File: config.mk
export PLATFORM = sky130hd
export DESIGN_NAME = decode_stage_reg
export DESIGN_NICKNAME = d
export VERILOG_FILES = /design/src/rtl/kl_isa_pkg.sv /design/src/rtl/kl_decode_comb.sv /design/src/rtl/decode_stage_reg.sv
export SDC_FILE = /design/constraint.sdc
export NUM_CORES = 1
export LEC_CHECK = 0
export ABC_AREA = 1
export CORE_MARGIN = 2
export CORE_UTILIZATION = 40
export CTS_BUF_LIST = sky130_fd_sc_hd__clkbuf_4
export DETAILED_ROUTE_END_ITERATION = 8
export PLACE_DENSITY = 0.75
export RECOVER_POWER = 25
export SLEW_MARGIN = 40
export SYNTH_ARGS = -nofsm -noshare
export SYNTH_HDL_FRONTEND = slang
export SYNTH_SLANG_ARGS = --single-unit
File: constraint.sdc
create_clock -name clk -period 3.2 [get_ports clk]
set_clock_uncertainty 0.1 [all_clocks]
set_input_delay 0.64 -clock clk [delete_from_list [all_inputs] [get_ports clk]]
set_output_delay 0.64 -clock clk [all_outputs]
set_load 0.005 [all_outputs]
File: src/rtl/kl_isa_pkg.sv
// ISA constants and the decoded control bundle shared by the decode stage and its decoder.
// Opcode, sub-op, inst_type and used_RmRnRd bit positions live here so both files agree.
package kl_isa_pkg;

  localparam logic [2:0] OP_NOP = 3'b000;
  localparam logic [2:0] OP_BR  = 3'b010;
  localparam logic [2:0] OP_LDR = 3'b011;
  localparam logic [2:0] OP_STR = 3'b100;
  localparam logic [2:0] OP_ALU = 3'b101;
  localparam logic [2:0] OP_MOV = 3'b110;

  localparam logic [1:0] ALU_ADD = 2'b00;
  localparam logic [1:0] ALU_CMP = 2'b01;
  localparam logic [1:0] ALU_AND = 2'b10;
  localparam logic [1:0] ALU_MVN = 2'b11;

  localparam logic [1:0] MOV_IMM = 2'b10;

  localparam logic [1:0] BR_BX  = 2'b00;
  localparam logic [1:0] BR_RSV = 2'b01;
  localparam logic [1:0] BR_BLX = 2'b10;
  localparam logic [1:0] BR_BL  = 2'b11;

  localparam int IT_LDR = 0;
  localparam int IT_STR = 1;
  localparam int IT_BL  = 2;
  localparam int IT_BX  = 3;
  localparam int IT_BLX = 4;
  localparam int IT_RSV = 5;

  localparam int USE_RD = 0;
  localparam int USE_RN = 1;
  localparam int USE_RM = 2;

  // Field order matches the middle slice of control_out: {asel,bsel,loads,ALUop,shift,write}.
  typedef struct packed {
    logic       asel;
    logic       bsel;
    logic       loads;
    logic [1:0] alu_op;
    logic [1:0] shift;
    logic       write;
  } ctrl_t;

endpackage

File: src/rtl/kl_decode_comb.sv
// Pure combinational instruction decoder: 16-bit IR -> control bundle, register indices,
// read-usage mask, one-hot instruction type and sign-extended immediate.
module kl_decode_comb
  import kl_isa_pkg::*;
#(
  parameter int DATA_W = 16,
  parameter int REG_W  = 3
) (
  input  logic [15:0]       ir,
  output ctrl_t             ctrl,
  output logic [REG_W-1:0]  writenum,
  output logic [REG_W-1:0]  num_rm,
  output logic [REG_W-1:0]  num_rn,
  output logic [REG_W-1:0]  num_rd,
  output logic [2:0]        used,
  output logic [5:0]        inst_type,
  output logic [DATA_W-1:0] sximm
);

  logic [1:0]        sub;
  logic [REG_W-1:0]  f_a;
  logic [REG_W-1:0]  f_d;
  logic [REG_W-1:0]  f_m;
  logic [DATA_W-1:0] imm8;
  logic [DATA_W-1:0] imm5;

  assign sub  = ir[12:11];
  assign f_a  = REG_W'(ir[10:8]);
  assign f_d  = REG_W'(ir[7:5]);
  assign f_m  = REG_W'(ir[2:0]);
  assign imm8 = {{(DATA_W-8){ir[7]}}, ir[7:0]};
  assign imm5 = {{(DATA_W-5){ir[4]}}, ir[4:0]};

  always_comb begin
    // NOTE: every output gets a default before the case so no path can infer a latch.
    ctrl      = '0;
    writenum  = '0;
    used      = '0;
    inst_type = '0;
    sximm     = '0;
    num_rn    = f_a;
    num_rd    = f_d;
    num_rm    = f_m;
    case (ir[15:13])
      OP_NOP: ;
      OP_MOV: begin
        ctrl.asel  = 1'b1;
        ctrl.write = 1'b1;
        if (sub == MOV_IMM) begin
          ctrl.bsel = 1'b1;
          writenum  = f_a;
          sximm     = imm8;
        end else begin
          ctrl.shift   = ir[4:3];
          writenum     = f_d;
          used[USE_RM] = 1'b1;
        end
      end
      OP_ALU: begin
        ctrl.alu_op  = sub;
        ctrl.shift   = ir[4:3];
        used[USE_RM] = 1'b1;
        case (sub)
          ALU_CMP: begin
            ctrl.loads   = 1'b1;
            used[USE_RN] = 1'b1;
          end
          ALU_MVN: begin
            ctrl.write = 1'b1;
            writenum   = f_d;
          end
          ALU_ADD, ALU_AND: begin
            ctrl.write   = 1'b1;
            writenum     = f_d;
            used[USE_RN] = 1'b1;
          end
          default: ;
        endcase
      end
      OP_STR: begin
        num_rm            = f_a;
        ctrl.bsel         = 1'b1;
        sximm             = imm5;
        used[USE_RM]      = 1'b1;
        used[USE_RD]      = 1'b1;
        inst_type[IT_STR] = 1'b1;
      end
      OP_LDR: begin
        num_rm            = f_a;
        ctrl.bsel         = 1'b1;
        ctrl.write        = 1'b1;
        writenum          = f_d;
        sximm             = imm5;
        used[USE_RM]      = 1'b1;
        inst_type[IT_LDR] = 1'b1;
      end
      OP_BR: begin
        // Link-writing branches put the link register in the IR[10:8] field.
        case (sub)
          BR_BL: begin
            ctrl.write       = 1'b1;
            writenum         = f_a;
            sximm            = imm8;
            inst_type[IT_BL] = 1'b1;
          end
          BR_BX: begin
            used[USE_RD]     = 1'b1;
            inst_type[IT_BX] = 1'b1;
          end
          BR_BLX: begin
            ctrl.write        = 1'b1;
            writenum          = f_a;
            used[USE_RD]      = 1'b1;
            inst_type[IT_BLX] = 1'b1;
          end
          BR_RSV:  inst_type[IT_RSV] = 1'b1;
          default: ;
        endcase
      end
      default: ;
    endcase
  end

endmodule

File: src/rtl/decode_stage_reg.sv
// Registered decode stage: valid/ready handshake, one output register slot and a
// per-register countdown scoreboard that stalls reads of in-flight writes.
module decode_stage_reg
  import kl_isa_pkg::*;
#(
  parameter int DATA_W   = 16,
  parameter int PC_W     = 8,
  parameter int REG_W    = 3,
  parameter int WB_LAT   = 3,
  parameter int LD_EXTRA = 1
) (
  input  logic                   clk,
  input  logic                   rst_n,
  input  logic                   in_valid,
  output logic                   in_ready,
  input  logic [15:0]            IR_in,
  input  logic [PC_W-1:0]        PC,
  input  logic                   flush,
  output logic                   out_valid,
  input  logic                   out_ready,
  output logic [PC_W+REG_W+10:0] control_out,
  output logic [REG_W-1:0]       num_Rm,
  output logic [REG_W-1:0]       num_Rn,
  output logic [REG_W-1:0]       num_Rd,
  output logic [2:0]             used_RmRnRd,
  output logic [5:0]             inst_type,
  output logic [DATA_W-1:0]      sximm,
  output logic                   hazard_stall
);

  localparam int NREG  = 2 ** REG_W;
  localparam int CNT_W = $clog2(WB_LAT + LD_EXTRA + 1);
  localparam logic [CNT_W-1:0] LAT_ALU = CNT_W'(WB_LAT);
  localparam logic [CNT_W-1:0] LAT_LD  = CNT_W'(WB_LAT + LD_EXTRA);

  ctrl_t             d_ctrl;
  logic [REG_W-1:0]  d_writenum;
  logic [REG_W-1:0]  d_rm;
  logic [REG_W-1:0]  d_rn;
  logic [REG_W-1:0]  d_rd;
  logic [2:0]        d_used;
  logic [5:0]        d_inst_type;
  logic [DATA_W-1:0] d_sximm;

  logic [CNT_W-1:0]  cnt [NREG];
  logic [2:0]        busy;
  logic              hazard;
  logic              accept;

  kl_decode_comb #(
    .DATA_W (DATA_W),
    .REG_W  (REG_W)
  ) u_decode (
    .ir        (IR_in),
    .ctrl      (d_ctrl),
    .writenum  (d_writenum),
    .num_rm    (d_rm),
    .num_rn    (d_rn),
    .num_rd    (d_rd),
    .used      (d_used),
    .inst_type (d_inst_type),
    .sximm     (d_sximm)
  );

  assign busy[USE_RM] = cnt[d_rm] != '0;
  assign busy[USE_RN] = cnt[d_rn] != '0;
  assign busy[USE_RD] = cnt[d_rd] != '0;
  assign hazard       = in_valid & |(d_used & busy);
  assign hazard_stall = hazard & ~flush;

  // rst_n gates acceptance so a fetch held across reset is not consumed while in reset.
  assign in_ready = rst_n & (~out_valid | out_ready) & ~hazard & ~flush;
  assign accept   = in_valid & in_ready;

  always_ff @(posedge clk) begin
    // NOTE: sequential state uses non-blocking assignments so every flop samples pre-edge values.
    if (!rst_n) begin
      out_valid   <= 1'b0;
      control_out <= '0;
      num_Rm      <= '0;
      num_Rn      <= '0;
      num_Rd      <= '0;
      used_RmRnRd <= '0;
      inst_type   <= '0;
      sximm       <= '0;
    end else if (flush) begin
      out_valid <= 1'b0;
    end else if (accept) begin
      out_valid   <= 1'b1;
      control_out <= {IR_in[15:13], PC, d_ctrl, d_writenum};
      num_Rm      <= d_rm;
      num_Rn      <= d_rn;
      num_Rd      <= d_rd;
      used_RmRnRd <= d_used;
      inst_type   <= d_inst_type;
      sximm       <= d_sximm;
    end else if (out_ready) begin
      out_valid <= 1'b0;
    end
  end

  always_ff @(posedge clk) begin
    // NOTE: the counter array is reset explicitly; it gates issue, so unknown contents would stall or leak hazards.
    if (!rst_n) begin
      for (int i = 0; i < NREG; i++) cnt[i] <= '0;
    end else begin
      for (int i = 0; i < NREG; i++) begin
        if (flush)
          cnt[i] <= '0;
        else if (accept && d_ctrl.write && d_writenum == REG_W'(i))
          cnt[i] <= d_inst_type[IT_LDR] ? LAT_LD : LAT_ALU;
        else if (cnt[i] != '0)
          cnt[i] <= cnt[i] - CNT_W'(1);
      end
    end
  end

endmodule

==> flow_metrics.py, run 1 <==
metrics = {
    "status": {
        "status": "completed",
    },
    "clock_network": {
        "clock_latency_ns": 0.43,
        "clock_path_buffers": 2,
        "cts_tree": "yes",
        "cts.hold.buffers_added": 0,
        "tritoncts_num_sinks": 73,
        "cts_root_buf": "sky130_fd_sc_hd__clkbuf_4",
        "worst_setup_hold_path_clk_slew_ns": 0.12,
        "cts-htree-levels": 3,
        "cts_made_buffers": 9,
    },
    "cells_and_area": {
        "post_route_cells_drive_above_1_share_pct": 16.5,
        "mostFrequentLayoutCell": "sky130_fd_sc_hd__nand2_1",
        "num-nets-final": 726,
        "final_cell_mix": "sky130_fd_sc_hd__nand2_1, sky130_fd_sc_hd__nand3_1, sky130_fd_sc_hd__buf_4",
        "post-route-util_pct": 57.7,
        "antenna_cells_inserted": 0,
        "flow.area_growth_from_synthesis_pct": 41.6,
    },
    "drt": {
        "drt_drc_violations_left": 0,
        "wire_length_on_met1_um": 4890,
        "num_vias": 4167,
        "met2RoutedLength_um": 5560,
        "routed.top_layer": "met4",
        "wl_per_cell_um": 13.9,
        "routed_wirelength_um": 11400,
        "post_drt_via_cell_ratio": 5.09,
        "detailroute.wirelength.met3_um": 668,
        "detail_route.iter0.violations": 273,
        "drt_pass_1_iters": 5,
        "detail-route-antenna-nets": 0,
    },
    "logic_synthesis": {
        "synthesis.instances": 538,
        "leading_area_contributor_after_synthesis": "sky130_fd_sc_hd__dfxtp_1",
        "yosys-top-cells-area": "sky130_fd_sc_hd__dfxtp_1, sky130_fd_sc_hd__edfxtp_1, sky130_fd_sc_hd__nand2_1, sky130_fd_sc_hd__nand3_1, sky130_fd_sc_hd__a21oi_1",
        "yosys_warnings": 0,
        "postSynthRegisterBits": 73,
        "mappedNetlistNets": 583,
        "synthDistinctLibCells": 30,
        "yosysTopAreaCellShare_pct": 24.8,
        "ys_seq_area_share_pct": 43.1,
        "syn_area_per_cell_um2": 7.34,
        "synthesis.area_mm2": 0.00395,
    },
    "sta": {
        "tightestPinTransition_ns": 0.521,
        "rsz0062_at_grt": "false",
        "layout_worst_path_cycle_share_pct": 96.1,
        "timing.max_slew.rel_slack_pct": 65.0,
        "setup-violations-final": 0,
        "hold_viol_final": 0,
        "final_max_slew_viol_count": 0,
        "timing.final.crit_period_ns": 3.07,
        "max_clock_freq_mhz": 325,
    },
    "worst_hold_path": {
        "worstHoldStart": "control_out[14]$_SDFFE_PN0P_",
        "holdCritPathClass": "flop to flop",
    },
    "setup_path": {
        "end_kind": "output port",
        "crit_path_start_kind": "primary input",
        "worst_path_max_delay_cell": "sky130_fd_sc_hd__dlygate4sd2_1",
        "cp.required_ns": 2.46,
        "worstSetupStartpoint": "IR_in[15]",
        "slowest_delay_ns": 0.30,
        "timing.critical_path.cells": "dlygate4sd2_1 > inv_2 > nand3_2 > nand3_2 > buf_4 > nand3_1 > nand3_1 > nand3b_1 > nand3_2 > nand2_2 > a21boi_0 > dlygate4sd2_1",
        "timing.critical_path.fanout_max": 4,
        "r2r_start": "cnt[7][1]$_SDFFCE_PN0P_",
        "critPathArrivalTime_ns": 2.33,
        "critPathKind": "primary input to output port",
        "most_common_cell_type_on_the_critical_path": "sky130_fd_sc_hd__nand3_2",
    },
    "global_routing": {
        "global_route.overflow_total": 0,
        "number_of_global_route_vias_before_repair": 4041,
        "grt_antenna_before_repair": 0,
        "wire_length_of_the_first_global_routing_pass_um": 18600,
        "global_route.usage.total_pct": 22.2,
        "largest_net_degree_at_the_start_of_global_routing": 48,
    },
    "floorplan": {
        "floorplan.rows": 36,
        "dieHeight_um": 103,
        "floorplan.die.width_um": 103,
        "io_pins": 88,
        "initial_core_util_pct": 40.8,
        "placeableCoreArea_mm2": 0.00968,
        "dieArea_mm2": 0.0107,
    },
    "placed_design": {
        "hpwlAfterDp_um": 8910,
        "gpl.final_weighted_congestion": 0.843,
        "port_buffers": 87,
    },
    "power_and_ir_drop": {
        "vdd.ir_drop.worst_v": 0.000284,
        "fin_total_pwr_uw": 2970,
        "leakagePower_uw": 0.00255,
        "power_density_mw_per_mm2": 531,
    },
    "run": {
        "max_cap_violations": 0,
    },
}
-- metrics by stage --
step                      setup TNS, ns  cells  cell area (µm²)  hold slack, ns  worst slack [ns]
after detailed placement          -7.94    801             5350           0.356            -0.493
after global routing                  0    819             5590           0.387            0.0266
after global placement            -1.64    801             5350           0.352            -0.365
after floorplan                       0    538             3950           0.360             0.660
after CTS                             0    818             5580           0.374             0.115
final                                 0    819             5590           0.369             0.126
-- Yosys cell counts (all sizes together) --
cell type / number
buf: 20
clkbuf: 5
nor2: 38
dfxtp: 49
nor3: 10
o22ai: 3
o21ai: 10
edfxtp: 24
a21oi: 49
nand3: 83
nand3b: 1
nand4: 11
nand2: 144
inv: 69
ha: 16
clkinv: 3
a21boi: 1
o21a: 1
nor4: 1
-- registers in the layout, indices dropped and copies added, names as in the netlist --
| name | cells |
|---|---|
| out_valid | 1 |
| used_RmRnRd | 3 |
| cnt | 24 |
| sximm | 8 |
| num_Rm | 3 |
| num_Rd | 3 |
| control_out | 22 |
| inst_type | 6 |
| num_Rn | 3 |
-- kinds of logic after synthesis --
kind of cell / Yosys count / synth area share [%]
compound gates: 64 / 8.49
fa+ha+maj: 16 / 5.07
buf+inv: 97 / 11.1
flops: 73 / 43.1
simple gates: 288 / 32.2
-- final timing paths --
| path | to | slack, ns | cells past startpoint |
|---|---|---|---|
| max reg2reg | cnt[7][2]$_SDFFCE_PN0P_ | 0.65 | 14 |
| max | in_ready | 0.13 | 12 |
| min reg2reg | control_out[14]$_SDFFE_PN0P_ | 0.37 | 2 |
| min | control_out[14]$_SDFFE_PN0P_ | 0.37 | 2 |
-- power breakdown --
part	switching (µW)	internal, µW	total (µW)
registers	71.3	1130	1200
clock network	325	346	672
logic	629	468	1100
total	1030	1940	2970
-- per-layer routing --
metal	GRT usage, %	vias up
li1	-	2048
met1	27.1	1927
met2	38.9	158
met3	4.23	34
met4	8.00	0
met5	0	-
-- area by class of cell --
| type | count | area, µm² |
|---|---|---|
| flip-flops and latches | 73 | 1700 |
| fillers | 895 | 4100 |
| well taps | 133 | 166 |
| repair buffers | 157 | 1410 |
| clock inverters | 4 | 77.6 |
| multi-input cells | 368 | 1870 |
| clock buffers | 12 | 90.1 |
| inverters | 72 | 273 |
-- what timing repair did --
item                                    4_1_cts  5_1_grt
gates resized for setup                      25        5
endpoints found under the setup margin        2        2
gates cloned                                  0        0
pin swaps                                     1        1
setup buffers                                 1        1
-- worst max-delay path, delay by kind of cell --
kind	cells	cell delay, ns
AO/OA/AOI/OAI	1	0.16
buffers and inverters	4	0.78
AND/OR/NAND/NOR	7	0.75
Note: power is estimated with default switching activity, not from simulation.
==> run 2: changes to the inputs <==
- CTS_BUF_LIST: sky130_fd_sc_hd__clkbuf_4 -> sky130_fd_sc_hd__clkbuf_8
==> flow_metrics.py, run 2 (synthesis results as in run 1) <==
metrics = {
    "status": {
        "status": "completed",
    },
    "sta": {
        "hold_viol_final": 0,
        "rsz0062_at_grt": "false",
        "layout_worst_path_cycle_share_pct": 95.0,
        "max_clock_freq_mhz": 329,
        "tightestPinTransition_ns": 0.501,
        "setup-violations-final": 0,
        "timing.final.crit_period_ns": 3.04,
        "timing.max_slew.rel_slack_pct": 66.3,
        "final_max_slew_viol_count": 0,
    },
    "cells_and_area": {
        "top_register": "cnt",
        "mostFrequentLayoutCell": "sky130_fd_sc_hd__nand2_1",
        "antenna_cells_inserted": 0,
        "fill_cells": 892,
        "final_cell_count_no_fill": 818,
        "post_route_cells_drive_above_1_share_pct": 16.2,
        "num-nets-final": 725,
        "biggestRegsByFlops": "cnt x24, control_out x22, sximm x8",
        "final_cell_mix": "sky130_fd_sc_hd__nand2_1, sky130_fd_sc_hd__nand3_1, sky130_fd_sc_hd__buf_4",
        "flow.area_growth_from_synthesis_pct": 42.5,
        "largest_register_ff_count": 24,
    },
    "placed_design": {
        "hpwlAfterDp_um": 8910,
        "gpl.final_weighted_congestion": 0.843,
        "placed_cells": 801,
        "port_buffers": 87,
    },
    "power_and_ir_drop": {
        "switchingPower_uw": 1040,
        "fin_total_pwr_uw": 3070,
        "power.combinational.fraction_pct": 35.6,
        "power_density_mw_per_mm2": 546,
        "leakagePower_uw": 0.00257,
        "internal-power_uw": 2030,
        "power.share.clock_pct": 25.3,
        "power.share.sequential_pct": 39.1,
        "vdd.ir_drop.worst_v": 0.000354,
        "sw_frac_of_total_pct": 33.9,
    },
    "global_routing": {
        "busiest_layer": "met2",
        "largest_net_degree_at_the_start_of_global_routing": 48,
        "wire_length_of_the_first_global_routing_pass_um": 18600,
        "grt_use_met3_pct": 4.23,
        "grt_antenna_before_repair": 0,
        "number_of_global_route_vias_before_repair": 4038,
        "global_route.usage.total_pct": 22.3,
        "global_route.usage.met2_pct": 39.6,
        "grtUsageMet1_pct": 27.0,
        "global_route.overflow_total": 0,
    },
    "setup_path": {
        "crit_path_start_kind": "primary input",
        "critPathKind": "primary input to output port",
        "end_kind": "output port",
        "r2r_start": "cnt[7][1]$_SDFFCE_PN0P_",
        "r2r-end": "cnt[7][2]$_SDFFCE_PN0P_",
        "timing.critical_path.fanout_max": 2,
        "r2r.worst_path.cells": 14,
        "critical_path.endpoint": "in_ready",
        "cp.required_ns": 2.46,
        "worstSetupStartpoint": "IR_in[12]",
        "critPathArrivalTime_ns": 2.30,
        "r2r_setup_slack_ns": 0.65,
    },
    "drt": {
        "wl_per_cell_um": 14.0,
        "post_drt_via_cell_ratio": 5.02,
        "detail_route.iter0.violations": 274,
        "detail-route-antenna-nets": 0,
        "num_vias": 4105,
        "drt_drc_violations_left": 0,
        "routed_wirelength_um": 11500,
        "drt_pass_1_iters": 4,
    },
    "clock_network": {
        "cts_made_buffers": 9,
        "worst_setup_hold_path_clk_slew_ns": 0.08,
        "clock_path_buffers": 2,
        "tritoncts_num_sinks": 73,
        "cts_tree": "yes",
        "cts-htree-levels": 3,
        "clock_latency_ns": 0.35,
        "cts.hold.buffers_added": 0,
        "cts_root_buf": "sky130_fd_sc_hd__clkbuf_8",
    },
    "floorplan": {
        "floorplan.die.width_um": 103,
        "dieHeight_um": 103,
        "dieArea_mm2": 0.0107,
        "io_pins": 88,
        "placeableCoreArea_mm2": 0.00968,
        "initial_core_util_pct": 40.8,
        "floorplan.rows": 36,
    },
    "run": {
        "max_cap_violations": 0,
    },
    "worst_hold_path": {
        "holdCritPathClass": "flop to flop",
    },
}
[run 2: cell count changes in the layout (fill, tap and decap cells not counted), sizes merged]
cell | previous run | this run
clkbuf | 13 | 9
inv | 69 | 72
clkdlybuf4s15 | 1 | 3
buf | 70 | 69
clkdlybuf4s50 | 40 | 39
dlygate4sd2 | 5 | 6
dlymetal6s2s | 1 | 0
[run 2: worst min path at each step]
stage | startpoint | endpoint | slack [ns] | cells after the start
2_1_floorplan | inst_type[5]$_SDFFE_PN0P_ | inst_type[5]$_SDFFE_PN0P_ | 0.36 | 2
3_3_place_gp | control_out[16]$_SDFFE_PN0P_ | control_out[16]$_SDFFE_PN0P_ | 0.35 | 2
3_5_place_dp | num_Rm[2]$_SDFFE_PN0P_ | num_Rm[2]$_SDFFE_PN0P_ | 0.36 | 2
4_1_cts | num_Rm[2]$_SDFFE_PN0P_ | num_Rm[2]$_SDFFE_PN0P_ | 0.37 | 2
5_1_grt | used_RmRnRd[2]$_SDFFE_PN0P_ | used_RmRnRd[2]$_SDFFE_PN0P_ | 0.38 | 2
6_report | control_out[14]$_SDFFE_PN0P_ | control_out[14]$_SDFFE_PN0P_ | 0.36 | 2
[run 2: metal layers]
metal / wire length (µm) / part of all wire (%)
met5: 0 / 0
met4: 146 / 1.3
met3: 794 / 6.9
met2: 5680 / 50
met1: 4850 / 42
[run 2: layout make-up]
| cell class | instances | area [µm²] | share of cell area [%] |
|---|---|---|---|
| clock buffers | 9 | 124 | 2.20 |
| clock inverters | 7 | 88.8 | 1.58 |
| inverters | 72 | 273 | 4.85 |
| multi-input cells | 368 | 1860 | 33.1 |
| flip-flops and latches | 73 | 1700 | 30.3 |
| well taps | 133 | 166 | 2.96 |
| repair buffers | 156 | 1410 | 25.1 |
[run 2: worst max-delay path, stage by stage]
cell and delay, ns:
sky130_fd_sc_hd__clkdlybuf4s50_1 0.49, sky130_fd_sc_hd__inv_1 0.06, sky130_fd_sc_hd__nor2_2 0.13, sky130_fd_sc_hd__nor4_2 0.07
sky130_fd_sc_hd__nor2_1 0.17, sky130_fd_sc_hd__nand2_1 0.13, sky130_fd_sc_hd__nand3_2 0.12, sky130_fd_sc_hd__nand2_2 0.07
sky130_fd_sc_hd__a21boi_0 0.16, sky130_fd_sc_hd__dlygate4sd2_1 0.26
[run 2: timing repair]
item,in CTS,in global routing
gates resized for setup,33,0
setup buffers,1,0
setup endpoints to repair,2,0
[run 2: per-stage QoR]
step	cell area [µm²]	util (%)	hold slack (ns)	TNS (ns)	setup WS, ns
4_1_cts	5620	58.1	0.368	0	0.177
6_report	5620	58.1	0.362	0	0.160
3_5_place_dp	5350	55.3	0.356	-7.94	-0.493
5_1_grt	5620	58.1	0.380	0	0.0369
3_3_place_gp	5350	55.3	0.352	-1.64	-0.365
2_1_floorplan	3950	-	0.360	0	0.660
[run 2: power by group through the flow]
stage	combinational, µW	sequential (µW)	clock [µW]
2_1_floorplan	665	1200	0
3_3_place_gp	1030	1210	0
3_5_place_dp	1090	1220	0
4_1_cts	1100	1200	793
5_1_grt	1260	1220	826
6_report	1090	1200	776
